<file path="config.mk">
export PLATFORM = sky130hd
export DESIGN_NAME = stoch_sat_addsub_multi_flat
export DESIGN_NICKNAME = d
export VERILOG_FILES = /design/src/rtl/stoch_sat_addsub_multi_if.sv /design/src/rtl/stoch_sat_addsub_multi.sv /design/src/flat_wrapper.sv
export SDC_FILE = /design/constraint.sdc
export NUM_CORES = 1
export LEC_CHECK = 0
export CAP_MARGIN = 20
export CORE_MARGIN = 1.5
export CORE_UTILIZATION = 45
export DETAILED_ROUTE_END_ITERATION = 10
export GPL_TIMING_DRIVEN = 0
export PLACE_DENSITY = 0.68
export SLEW_MARGIN = 20
export SYNTH_ARGS = -nofsm -noshare
export SYNTH_HDL_FRONTEND = slang
export SYNTH_SLANG_ARGS = --single-unit
</file>
<file path="constraint.sdc">
create_clock -name CLK -period 3.4 [get_ports CLK]
set_clock_uncertainty 0.15 [all_clocks]
set_input_delay 0.68 -clock CLK [delete_from_list [all_inputs] [get_ports CLK]]
set_output_delay 0.68 -clock CLK [all_outputs]
set_load 0.1 [all_outputs]
</file>
<file path="src/rtl/stoch_sat_addsub_multi_if.sv">
// Lane-bank bus for the multi-channel stochastic saturating add/subtract block.
// The master drives operands/controls; the slave returns the registered results.
interface stoch_sat_addsub_multi_if #(
   parameter int NUM_CH       = 4,
   parameter int COUNTER_SIZE = 8
);
   logic                             EN;
   logic [NUM_CH-1:0]                MODE;
   logic [NUM_CH-1:0]                a;
   logic [NUM_CH-1:0]                b;
   logic [NUM_CH-1:0]                CLR_SAT;
   logic [NUM_CH-1:0]                y;
   logic [NUM_CH-1:0]                sat;
   logic [NUM_CH*COUNTER_SIZE-1:0]   count;

   modport master (output EN, MODE, a, b, CLR_SAT, input y, sat, count);
   modport slave  (input EN, MODE, a, b, CLR_SAT, output y, sat, count);
endinterface

</file>
<file path="src/rtl/stoch_sat_addsub_multi.sv">
// NUM_CH independent lanes computing max(a-b,0) or min(a+b,1) on stochastic bitstreams.
// One-cycle latency, one bit per lane per cycle, all outputs registered.
module stoch_sat_addsub_multi #(
   parameter int NUM_CH       = 4,
   parameter int COUNTER_SIZE = 8
) (
   input  logic                    CLK,
   input  logic                    RST,
   stoch_sat_addsub_multi_if.slave io
);
   localparam int CW = COUNTER_SIZE;

   logic [CW-1:0]     cnt_q  [NUM_CH];
   logic [CW-1:0]     cnt_d  [NUM_CH];
   logic [CW+1:0]     step_r [NUM_CH];
   logic [NUM_CH-1:0] mode_q, mode_d;
   logic [NUM_CH-1:0] y_q, y_d;
   logic [NUM_CH-1:0] sat_q, sat_d;

   // Returns {y, sat_set, next_cnt} for one lane given the effective count.
   function automatic logic [CW+1:0] lane_step(input logic m, input logic ai,
                                               input logic bi, input logic [CW-1:0] c);
      logic [CW-1:0] n;
      logic          yy;
      logic          ss;
      logic          inc;
      n   = c;
      yy  = 1'b0;
      ss  = 1'b0;
      inc = 1'b0;
      if (!m) begin
         if (ai && !bi) begin
            if (c == '0) yy = 1'b1;
            else         n  = c - CW'(1);
         end else if (!ai && bi) begin
            inc = 1'b1;
         end
      end else begin
         if (ai && bi) begin
            yy  = 1'b1;
            inc = 1'b1;
         end else if (ai != bi) begin
            yy = 1'b1;
         end else if (c != '0) begin
            yy = 1'b1;
            n  = c - CW'(1);
         end
      end
      if (inc) begin
         if (&c) ss = 1'b1;
         else    n  = c + CW'(1);
      end
      return {yy, ss, n};
   endfunction

   always_comb begin
      mode_d = mode_q;
      y_d    = '0;
      sat_d  = sat_q & ~io.CLR_SAT;
      for (int i = 0; i < NUM_CH; i++) begin
         cnt_d[i]  = cnt_q[i];
         // A mode change discards whatever carry the lane was holding.
         step_r[i] = lane_step(io.MODE[i], io.a[i], io.b[i],
                               (io.MODE[i] != mode_q[i]) ? '0 : cnt_q[i]);
         if (io.EN) begin
            cnt_d[i]  = step_r[i][CW-1:0];
            y_d[i]    = step_r[i][CW+1];
            mode_d[i] = io.MODE[i];
            sat_d[i]  = sat_d[i] | step_r[i][CW];
         end
      end
   end

   always_ff @(posedge CLK) begin
      if (RST) begin
         for (int i = 0; i < NUM_CH; i++) cnt_q[i] <= '0;
         mode_q <= '0;
         y_q    <= '0;
         sat_q  <= '0;
      end else begin
         for (int i = 0; i < NUM_CH; i++) cnt_q[i] <= cnt_d[i];
         mode_q <= mode_d;
         y_q    <= y_d;
         sat_q  <= sat_d;
      end
   end

   assign io.y   = y_q;
   assign io.sat = sat_q;

   for (genvar g = 0; g < NUM_CH; g++) begin : g_count
      assign io.count[g*CW +: CW] = cnt_q[g];
   end
endmodule

</file>
<file path="src/flat_wrapper.sv">
// flat-port wrapper written by rule: the top's interface ports become plain ports
module stoch_sat_addsub_multi_flat 
#(
   parameter int NUM_CH       = 4,
   parameter int COUNTER_SIZE = 8
)
  (CLK, RST, io_EN, io_MODE, io_a, io_b, io_CLR_SAT, io_y, io_sat, io_count);
  stoch_sat_addsub_multi_if #(.NUM_CH(NUM_CH), .COUNTER_SIZE(COUNTER_SIZE)) io_i ();
  input  logic CLK;
  input  logic RST;
  input wire logic [$bits(io_i.EN)-1:0] io_EN;
  input wire logic [$bits(io_i.MODE)-1:0] io_MODE;
  input wire logic [$bits(io_i.a)-1:0] io_a;
  input wire logic [$bits(io_i.b)-1:0] io_b;
  input wire logic [$bits(io_i.CLR_SAT)-1:0] io_CLR_SAT;
  output wire logic [$bits(io_i.y)-1:0] io_y;
  output wire logic [$bits(io_i.sat)-1:0] io_sat;
  output wire logic [$bits(io_i.count)-1:0] io_count;
  assign io_i.EN = io_EN;
  assign io_i.MODE = io_MODE;
  assign io_i.a = io_a;
  assign io_i.b = io_b;
  assign io_i.CLR_SAT = io_CLR_SAT;
  assign io_y = io_i.y;
  assign io_sat = io_i.sat;
  assign io_count = io_i.count;
  stoch_sat_addsub_multi #(.NUM_CH(NUM_CH), .COUNTER_SIZE(COUNTER_SIZE)) u_core (.CLK(CLK), .RST(RST), .io(io_i));
endmodule
</file>
==> flow_summary.json <==
{
  "status": "complete, no violations",
  "wl_per_cell_um": 17.35,
  "hp-start": "u_core.io.sat[3]",
  "crit_arrival_ns": 3.30,
  "ios": 59,
  "seq_power_share_pct": 31.9,
  "p_clk_share_pct": 23.1,
  "ctsHtreeMaxLevel": 2,
  "postPlaceCellArea_mm2": 0.004857,
  "ys_seq_area_share_pct": 21.12,
  "cts_inserted_buffers": 5,
  "n_antenna_cell": 0,
  "cts.sinks": 44,
  "drcViolationCount": 0,
  "tightest_slew_ns": 0.9806,
  "slew_viol_final": 0,
  "p_per_area_mw_per_mm2": 358.5,
  "portBuffers": 55,
  "place_ws_ns": -0.6363,
  "yosys_most_used_dff": "dfxtp_1",
  "nets": 679,
  "synth.avg_cell_area_um2": 7.344,
  "initialDrtViolationCount": 270,
  "overflow": 0,
  "syn_inst": 568,
  "period_needed_ns": 3.244,
  "core-area_mm2": 0.008848,
  "vias_per_cell": 6.301,
  "slew_headroom_pct": 34.42,
  "dp_hpwl_mm": 9.086,
  "dieArea_mm2": 0.009857,
  "crit_path_start": "io_MODE[2]",
  "ir_worst_vdd_mv": 0.2741,
  "num_vias": 4694,
  "cap_violations": 0,
  "switching_share_pct": 43.84,
  "fp.dieH_um": 99.28,
  "r2r_cells": 10,
  "synth_edf_count": 0,
  "endpoint_kind": "flop",
  "layout-drive-gt1-share_pct": 8.791,
  "hold_violations": 0,
  "antenna_found_initial": 0,
  "rsz0062_at_grt": "false",
  "clkLatencyLatePin_ns": 0.31,
  "grt_pass1_vias": 4357,
  "power.switching_mw": 0.8025,
  "setup_slack_ns": 0.1558,
  "hp-class": "flop to flop",
  "synth_cell_types": 69,
  "async_reset_ff_share_pct": 0,
  "synth_nets": 611,
  "antenna_left": 0,
  "grt_max_degree": 15,
  "reg2reg_from": "u_core.mode_q[0]",
  "syn-cell-area_mm2": 0.004172,
  "yosysWarnings": 0,
  "start_kind": "input pin",
  "totalWireLength_mm": 12.93,
  "synthToLayoutAreaGrowth_pct": 22.41,
  "setup_viol": 0,
  "fin_crit_sh_pct": 95.42,
  "drtPass1Iterations": 5,
  "power.internal_mw": 1.028,
  "min_path_cells": 2,
  "grt_pass1_wl_mm": 20.96,
  "p_comb_share_pct": 45.0,
  "rows": 34,
  "cts_root_buffer": "clkbuf_8",
  "clock_path_buffers": 2,
  "design_area_mm2": 0.005106,
  "track_usage_pct": 25.61,
  "ys_seq_elements": 44,
  "fmax_mhz": 308.2,
  "die_w_um": 99.28,
  "cts_tree": "done",
  "routabilityCongestion": 0.9123,
  "clk_pin_slew_ns": 0.09,
  "crit_type": "input pin to flop",
  "power_leakage_nw": 1.902,
  "initial_core_util_pct": 47.14,
  "critical_path_required_ns": 3.46,
  "cp_max_fo": 10
}
## critical path: stages
cell and delay [ns]:
clkdlybuf4s50_1 0.52, buf_4 0.21, xnor2_4 0.15, nand2_1 0.16, inv_1 0.10, ha_2 0.25, nand4_1 0.20, o31a_1 0.36
a21oi_4 0.20, o2111ai_1 0.16, a311oi_1 0.30
## cells in the mapped netlist (all sizes together), types with 7 or more instances
master	n	area (um2)
a211oi	8	60.06
buf	21	117.6
dfxtp	44	880.8
nand2	51	191.4
a21oi	42	217.7
nor3b	9	67.56
ha	24	300.3
nand2b	9	56.30
and3	7	43.79
a31oi	12	75.07
nand3	18	95.09
o21ai	39	195.2
a311oi	9	78.83
clkbuf	20	75.07
nor4	8	65.06
nor3	23	115.1
a221oi	7	61.31
xnor2	12	112.6
xor2	15	131.4
inv	29	108.9
nor2	47	176.4
## timing repair
action,in CTS,in global routing
setup endpoints to repair,15,21
gates resized for setup,4,16
buffers inserted,3,3
hold buffers,0,0
hold endpoints to repair,0,0
pin swaps,3,7
## flip-flops by register name, summed over array words and instances (netlist names)
register and flops:
u_core.cnt_q 32, u_core.io.sat 4, u_core.io.y 4, u_core.mode_q 4
## worst paths after layout
| check | end | slack (ns) |
|---|---|---|
| setup / recovery | u_core.cnt_q[2][6] | 0.16 |
| hold / removal | u_core.io.sat[3] | 0.34 |
| setup reg to reg | u_core.cnt_q[0][6] | 0.45 |
| hold reg to reg | u_core.io.sat[3] | 0.34 |
## cell usage in the layout (no fill, tap or decap), types with 8 or more instances in the layout
| cell | instances |
|---|---|
| nand2b_1 | 9 |
| o21ai_0 | 31 |
| xor2_1 | 15 |
| buf_4 | 11 |
| nand2_1 | 51 |
| nor3b_1 | 9 |
| ha_1 | 23 |
| a311oi_1 | 9 |
| clkbuf_1 | 19 |
| a21oi_1 | 39 |
| xnor2_1 | 9 |
| inv_1 | 29 |
| clkdlybuf4s50_1 | 55 |
| a31oi_1 | 12 |
| buf_2 | 13 |
| nand3_1 | 17 |
| nor3_1 | 23 |
| nor2_1 | 47 |
| dfxtp_1 | 44 |
| o21ai_1 | 8 |
## layer usage
layer | GRT usage [%] | wire length (um) | share of wire [%]
met3 | 3.654 | 1113 | 8.6
met1 | 34.54 | 5531 | 43
met2 | 43.31 | 6095 | 47
met4 | 5.959 | 187 | 1.4
met5 | 0 | 0 | 0
## area by class of cell
class,count,area (um2)
plain buffers,41,205.2
clock buffers,5,68.82
clock inverters,3,42.54
fillers,841,3742
inverters,29,108.9
multi-input cells,454,3069
flip-flops and latches,44,880.8
well taps,108,135.1
repair buffers,61,595.6
## power by group through the flow
stage / clock network [mW] / registers (mW) / logic (mW)
after CTS: 0.434 / 0.582 / 0.795
after detailed placement: 0 / 0.593 / 0.785
final: 0.423 / 0.583 / 0.825
after global routing: 0.451 / 0.588 / 0.882
after global placement: 0 / 0.592 / 0.773
after floorplan: 0 / 0.788 / 0.398
## per-stage QoR
stage               hold WS [ns]  TNS, ns  instances  power [mW]  utilization [%]
floorplan                 0.3938        0        568       1.186                -
global placement          0.3163   -7.670        731       1.365            54.89
detailed placement        0.3257   -8.728        731       1.378            54.89
CTS                       0.3475        0        742       1.811            56.77
global route              0.3803        0        745       1.921            57.71
finish                    0.3444        0        745       1.830            57.71
## cells by family (layout without fill, tap and decap cells)
family                   Yosys count  count (layout)  share of synthesized area [%]
flip-flops                        44              44                          21.12
adder cells (fa/ha/maj)           24              24                          7.199
multiplexers                      10              10                          2.519
XOR/XNOR                          27              27                          5.849
AO/OA/AOI/OAI                    190             190                          31.28
buffers and inverters             70             139                          7.228
AND/OR/NAND/NOR                  203             203                          24.80
(Power assumes the default switching activity.)
